===== src/rtl/regfile_write_arbiter_if.sv =====
// Bundles the two writeback request channels and the register-file write port
// so the arbiter and its requesters share one connection.
interface regfile_write_arbiter_if #(
  parameter int DATA_W = 32
);
  logic              req0_valid;
  logic [4:0]        req0_addr;
  logic [DATA_W-1:0] req0_data;
  logic              req0_ready;
  logic              req1_valid;
  logic [4:0]        req1_addr;
  logic [DATA_W-1:0] req1_data;
  logic              req1_ready;
  logic [4:0]        A3;
  logic [DATA_W-1:0] WD3;
  logic              WE3;

  // Requester side: drives the write requests and watches grants and the write port.
  modport master (
    output req0_valid, req0_addr, req0_data,
    output req1_valid, req1_addr, req1_data,
    input  req0_ready, req1_ready,
    input  A3, WD3, WE3
  );

  // Arbiter side.
  modport slave (
    input  req0_valid, req0_addr, req0_data,
    input  req1_valid, req1_addr, req1_data,
    output req0_ready, req1_ready,
    output A3, WD3, WE3
  );
endinterface


===== src/rtl/regfile_write_arbiter.sv =====
// Two-requester register-file write arbiter with a one-cycle registered write port.
// Define RR_ARB_EN for round-robin contention resolution; default is fixed priority (req0 wins).
module regfile_write_arbiter #(
  parameter int DATA_W = 32
) (
  input  logic                           CLK,
  input  logic                           rst,
  input  logic                           hold,
  regfile_write_arbiter_if.slave         bus,
  output logic                           last_grant
);

  logic              grant0;
  logic              grant1;
  logic [4:0]        a3_q,  a3_d;
  logic [DATA_W-1:0] wd3_q, wd3_d;
  logic              we3_q, we3_d;
  logic              last_grant_q, last_grant_d;

  // Grants are purely combinational so a requester learns of acceptance in the same cycle.
  always_comb begin
    grant0 = 1'b0;
    grant1 = 1'b0;
    if (!rst && !hold) begin
      if (bus.req0_valid && bus.req1_valid) begin
`ifdef RR_ARB_EN
        if (last_grant_q) grant0 = 1'b1;
        else              grant1 = 1'b1;
`else
        grant0 = 1'b1;
`endif
      end else begin
        grant0 = bus.req0_valid;
        grant1 = bus.req1_valid;
      end
    end
  end

  always_comb begin
    a3_d         = a3_q;
    wd3_d        = wd3_q;
    we3_d        = 1'b0;
    last_grant_d = last_grant_q;
    // Writes to x0 are accepted but suppressed at the enable.
    if (grant0) begin
      a3_d         = bus.req0_addr;
      wd3_d        = bus.req0_data;
      we3_d        = |bus.req0_addr;
      last_grant_d = 1'b0;
    end else if (grant1) begin
      a3_d         = bus.req1_addr;
      wd3_d        = bus.req1_data;
      we3_d        = |bus.req1_addr;
      last_grant_d = 1'b1;
    end
  end

  always_ff @(posedge CLK or posedge rst) begin
    if (rst) begin
      a3_q         <= 5'd0;
      wd3_q        <= '0;
      we3_q        <= 1'b0;
      last_grant_q <= 1'b1;
    end else begin
      a3_q         <= a3_d;
      wd3_q        <= wd3_d;
      we3_q        <= we3_d;
      last_grant_q <= last_grant_d;
    end
  end

  assign bus.req0_ready = grant0;
  assign bus.req1_ready = grant1;
  assign bus.A3         = a3_q;
  assign bus.WD3        = wd3_q;
  assign bus.WE3        = we3_q;
  assign last_grant     = last_grant_q;

endmodule


===== src/flat_wrapper.sv =====
// flat-port wrapper written by rule: the top's interface ports become plain ports
module regfile_write_arbiter_flat 
#(
  parameter int DATA_W = 32
)
  (CLK, rst, hold, last_grant, bus_req0_valid, bus_req0_addr, bus_req0_data, bus_req1_valid, bus_req1_addr, bus_req1_data, bus_req0_ready, bus_req1_ready, bus_A3, bus_WD3, bus_WE3);
  regfile_write_arbiter_if #(.DATA_W(DATA_W)) bus_i ();
  input  logic CLK;
  input  logic rst;
  input  logic hold;
  output logic last_grant;
  input wire logic [$bits(bus_i.req0_valid)-1:0] bus_req0_valid;
  input wire logic [$bits(bus_i.req0_addr)-1:0] bus_req0_addr;
  input wire logic [$bits(bus_i.req0_data)-1:0] bus_req0_data;
  input wire logic [$bits(bus_i.req1_valid)-1:0] bus_req1_valid;
  input wire logic [$bits(bus_i.req1_addr)-1:0] bus_req1_addr;
  input wire logic [$bits(bus_i.req1_data)-1:0] bus_req1_data;
  output wire logic [$bits(bus_i.req0_ready)-1:0] bus_req0_ready;
  output wire logic [$bits(bus_i.req1_ready)-1:0] bus_req1_ready;
  output wire logic [$bits(bus_i.A3)-1:0] bus_A3;
  output wire logic [$bits(bus_i.WD3)-1:0] bus_WD3;
  output wire logic [$bits(bus_i.WE3)-1:0] bus_WE3;
  assign bus_i.req0_valid = bus_req0_valid;
  assign bus_i.req0_addr = bus_req0_addr;
  assign bus_i.req0_data = bus_req0_data;
  assign bus_i.req1_valid = bus_req1_valid;
  assign bus_i.req1_addr = bus_req1_addr;
  assign bus_i.req1_data = bus_req1_data;
  assign bus_req0_ready = bus_i.req0_ready;
  assign bus_req1_ready = bus_i.req1_ready;
  assign bus_A3 = bus_i.A3;
  assign bus_WD3 = bus_i.WD3;
  assign bus_WE3 = bus_i.WE3;
  regfile_write_arbiter #(.DATA_W(DATA_W)) u_core (.CLK(CLK), .rst(rst), .hold(hold), .bus(bus_i), .last_grant(last_grant));
endmodule

===== config.mk =====
export PLATFORM = sky130hd
export DESIGN_NAME = regfile_write_arbiter_flat
export DESIGN_NICKNAME = d
export VERILOG_FILES = /design/src/rtl/regfile_write_arbiter_if.sv /design/src/rtl/regfile_write_arbiter.sv /design/src/flat_wrapper.sv
export SDC_FILE = /design/constraint.sdc
export NUM_CORES = 1
export LEC_CHECK = 0
export ABC_AREA = 1
export BUFFER_PORTS_ARGS = -buffer_cell sky130_fd_sc_hd__buf_2
export CAP_MARGIN = 40
export CORE_UTILIZATION = 49
export CTS_BUF_LIST = sky130_fd_sc_hd__clkbuf_8 sky130_fd_sc_hd__clkbuf_16
export DETAILED_ROUTE_END_ITERATION = 8
export GPL_ROUTABILITY_DRIVEN = 0
export PLACE_DENSITY_LB_ADDON = 0.08
export SLEW_MARGIN = 20
export SYNTH_ARGS = -nofsm -noshare
export SYNTH_HDL_FRONTEND = slang
export SYNTH_SLANG_ARGS = --single-unit

===== constraint.sdc =====
create_clock -name CLK -period 2.8 [get_ports CLK]
set_input_delay 0.56 -clock CLK [delete_from_list [all_inputs] [get_ports CLK]]
set_output_delay 0.56 -clock CLK [all_outputs]
set_load 0.02 [all_outputs]

# Yosys cells after proc, flatten, opt, wreduce, memory -nomap -nowiden
# Cells that the tools add are included.
dict set report totals {
  register_bits 39
}
dict set report op_classes {
  muxes 12
  n_reduce_logical 7
}
# cell n
set ops {}
lappend ops {{two-way mux 32 bit} 2}
lappend ops {{two-way mux 5 bit} 2}
lappend ops {{OR reduction 5 bit} 2}
lappend ops {{two-way mux 1 bit} 8}
lappend ops {{logical AND 1 bit} 2}
lappend ops {{zero test 1 bit} 2}
lappend ops {{nonzero test 2 bit} 1}

# Depth between registers and ports, before layout
dict set report depth {
  ltp_word 5
  mapped_depth 7
  mapped_depth_nobuf 6
}

# Worst setup path after synthesis
# Ideal clock, no wire load.
dict set report synth_path {
  path_kind {input to output}
  start {input rst}
  end {output bus_req1_ready}
  arrival_time_ps 1081
  t_required_ps 2240
  slack_ps 1159
  path_stages 3
  path_cell_list {nor2_4 -> nand2_2 -> nor2_1}
}
dict set report synth_via {
  elab_chain_cells 3
}
# element line
set synth_lines {}
lappend synth_lines {{from (decl)} flat_wrapper.sv:9} ;# input logic rst;
lappend synth_lines {{zero test 1 bit (no source line)} --}
lappend synth_lines {{logical AND 1 bit} regfile_write_arbiter.sv:24} ;# if (!rst && !hold) begin
lappend synth_lines {{two-way mux 1 bit} regfile_write_arbiter.sv:24}
lappend synth_lines {{to (decl)} flat_wrapper.sv:19} ;# output wire logic [$bits(bus_i.req1_ready)-1:0] bus_req1_ready;
# Every way passes these cells.

# Worst setup path in the final report
# Ends and elaborated chain as after synthesis.

==> flow_summary.json <==
{
  "maxSlewViolCount": 0,
  "ratio_of_routed_vias_to_standard_cells": 4.67,
  "post_drt_wl_per_cell_um": 11.0,
  "synth.yosys.seq_area_share_pct": 42.7,
  "totalNegativeSetupSlack_ns": 0,
  "worst_min_delay_path_class": "input pin to asynchronous set/reset pin",
  "timing.critical_path.from_type": "input pin",
  "timing.critical_path.slowest_stage_cell": "sky130_fd_sc_hd__buf_4",
  "critPathCaptureType": "output pin",
  "synth_most_common_cell": "sky130_fd_sc_hd__nand2_1",
  "cp_data_arrival_time_ns": 1.62,
  "cp_num_cells": 6,
  "yosysWarningCount": 0,
  "finClkSkew_ns": 0,
  "crit_path_frequent_cell": "sky130_fd_sc_hd__buf_2",
  "max_clk_rate_mhz": 459,
  "postRouteAntennaNets": 0,
  "hpwlAfterDp_mm": 3.97,
  "run_status": "finished clean",
  "num_antenna_cells": 0,
  "syn-mean-instance-area_um2": 6.86,
  "post_cts.resized_instances": 0,
  "synthFlopType": "sky130_fd_sc_hd__dfrtp_1",
  "first_pass_grt_wire_length_mm": 9.32,
  "rsz0062_at_grt": "false",
  "globalRouteTotalUtil_pct": 23.5,
  "finalCritPeriodShare_pct": 77.8,
  "syn_area_um2": 2290,
  "post_route_cells_drive_above_1_share_pct": 30.9,
  "hold_ws_ns": 0.261,
  "numPortBuffers": 119,
  "htreeDepth": 2,
  "grt_pass1_vias": 2224,
  "cts_hold_repair.buffers": 0,
  "mapped_nets": 413,
  "drt-total-wl_mm": 5.51,
  "timing.critical_path.max_delay_family": "buffers and inverters",
  "rows": 24,
  "cts_tree": "built",
  "final.min_clock_period_ns": 2.18,
  "cpPeakStageDelay_ns": 0.36,
  "dieHeight_um": 70.4,
  "layout_setup_ws_ns": 0.623,
  "yosysTopAreaCellShare_pct": 41.5,
  "dp_slack_ns": 0.409,
  "ys_seq_elements": 39,
  "p_leak_nw": 1.98,
  "cp_data_required_time_ns": 2.24,
  "die_area_um2": 4950,
  "netlist_instances": 334,
  "dieWidth_um": 70.4,
  "worstPathCellList": "buf_2 > nor2_4 > buf_4 > nand2_2 > nor2_1 > buf_2",
  "flow.area_growth_from_synthesis_pct": 29.6,
  "core_area_um2": 4410,
  "detail_route.iter0.violations": 98,
  "max-slew-margin-rel_pct": 58.8,
  "synth_cell_type_count": 18,
  "clock_tree.buffer_depth": 2,
  "path_class": "input pin to output pin",
  "cts-buffers-inserted": 5,
  "synth_async_sr_flop_share_pct": 100,
  "worst-path-max-fanout": 38,
  "grt_overflow_total": 0,
  "first_pass_iters": 4,
  "postCtsSetupRepairBufs": 0,
  "nNetsFinal": 525,
  "netlist_top_cells_area": "sky130_fd_sc_hd__dfrtp_1 (42%), sky130_fd_sc_hd__nand2_1 (19%), sky130_fd_sc_hd__nand3_1 (16%)",
  "number_of_top_level_design_ports": 120,
  "ff2ff_path_depth": 2,
  "netlist_top_cells_count": "sky130_fd_sc_hd__nand2_1 (114), sky130_fd_sc_hd__inv_1 (77), sky130_fd_sc_hd__nand3_1 (75)",
  "synth_edf_count": 0,
  "worst_pin_slew_ns": 0.617,
  "setup_viol_count_final": 0,
  "grt_max_degree": 40,
  "antenna_found_initial": 0,
  "regToRegSetupSlack_ns": 2.04,
  "effective_utilization_at_floorplan_pct": 51.9,
  "via_count": 2332,
  "yosys_top_cell_by_area": "sky130_fd_sc_hd__dfrtp_1",
  "cts_sinks": 39,
  "hold_violations": 0,
  "path_clk_slew_ns": 0.07,
  "p_per_area_nw_per_um2": 570,
  "detail_route.drc_violations": 0,
  "critPathBufInv": 3,
  "maxCapViolations": 0,
  "clkLatencyLatePin_ns": 0.28,
  "root_buffer": "sky130_fd_sc_hd__clkbuf_8",
  "peakVddDrop_v": 0.000324
}
==> report_power, final <==
| part | internal (mW) | switching [mW] |
|---|---|---|
| clock network | 0.288 | 0.194 |
| logic | 0.179 | 0.317 |
| registers | 0.662 | 0.0518 |
==> layout by cell type (no fill, tap or decap), types with 2 or more instances in the layout <==
cell type                    n
sky130_fd_sc_hd__nand2_1   114
sky130_fd_sc_hd__nor2_1      2
sky130_fd_sc_hd__nand2_2     2
sky130_fd_sc_hd__dfrtp_1    38
sky130_fd_sc_hd__inv_1      76
sky130_fd_sc_hd__buf_4       4
sky130_fd_sc_hd__clkbuf_8    6
sky130_fd_sc_hd__buf_2     119
sky130_fd_sc_hd__nand3_1    75
==> layout make-up <==
cell class	count	area, um^2
repair buffers	124	653
clock inverters	2	35.0
inverters	78	293
clock buffers	6	82.6
multi-input cells	198	862
fillers	433	1450
flip-flops and latches	39	977
well taps	52	65.1
==> registers in the layout (all words and copies together) (netlist names) <==
register           flops
u_core.bus.A3          5
u_core.bus.WE3         1
u_core.last_grant      1
u_core.bus.WD3        32
==> through the flow <==
stage          area, um^2  power, mW  util (%)  instances
4_1_cts              2970       1.71      67.2        499
3_5_place_dp         2850       1.22      64.6        491
5_1_grt              2970       1.79      67.2        499
3_3_place_gp         2820       1.21      63.9        490
6_report             2970       1.69      67.2        499
2_1_floorplan        2290       1.03         -        334
==> path summary, 6_finish.rpt <==
path                                   start                  to
max in group asynchronous                rst  u_core.bus.WD3[31]
hold reg to reg            u_core.last_grant   u_core.last_grant
setup reg to reg           u_core.last_grant   u_core.last_grant
hold / removal                           rst  u_core.bus.WD3[17]
min in group CLK           u_core.last_grant   u_core.last_grant
setup / recovery                         rst      bus_req1_ready
==> worst reg2reg max path, delay by kind of cell, from the launching register on <==
kind | cells | cell delay (ns)
AO/OA/AOI/OAI | 1 | 0.13
flip-flops | 1 | 0.53
buffers and inverters | 1 | 0.04
==> layer usage <==
layer  track usage, %  wire (um)
met3             4.04        367
met4             8.00         56
met5                0          0
met2             42.8       2720
met1             27.6       2370
==> cell families (layout without fill, tap and decap cells) <==
logic type,after synthesis,count (layout),share of synthesized area (%)
AOI/OAI and AO/OA,2,2,0.437
buffers and inverters,97,210,19.7
DFF,39,39,42.7
and+or+nand+nor,196,196,37.2
Power figures use the tool's default switching activity.
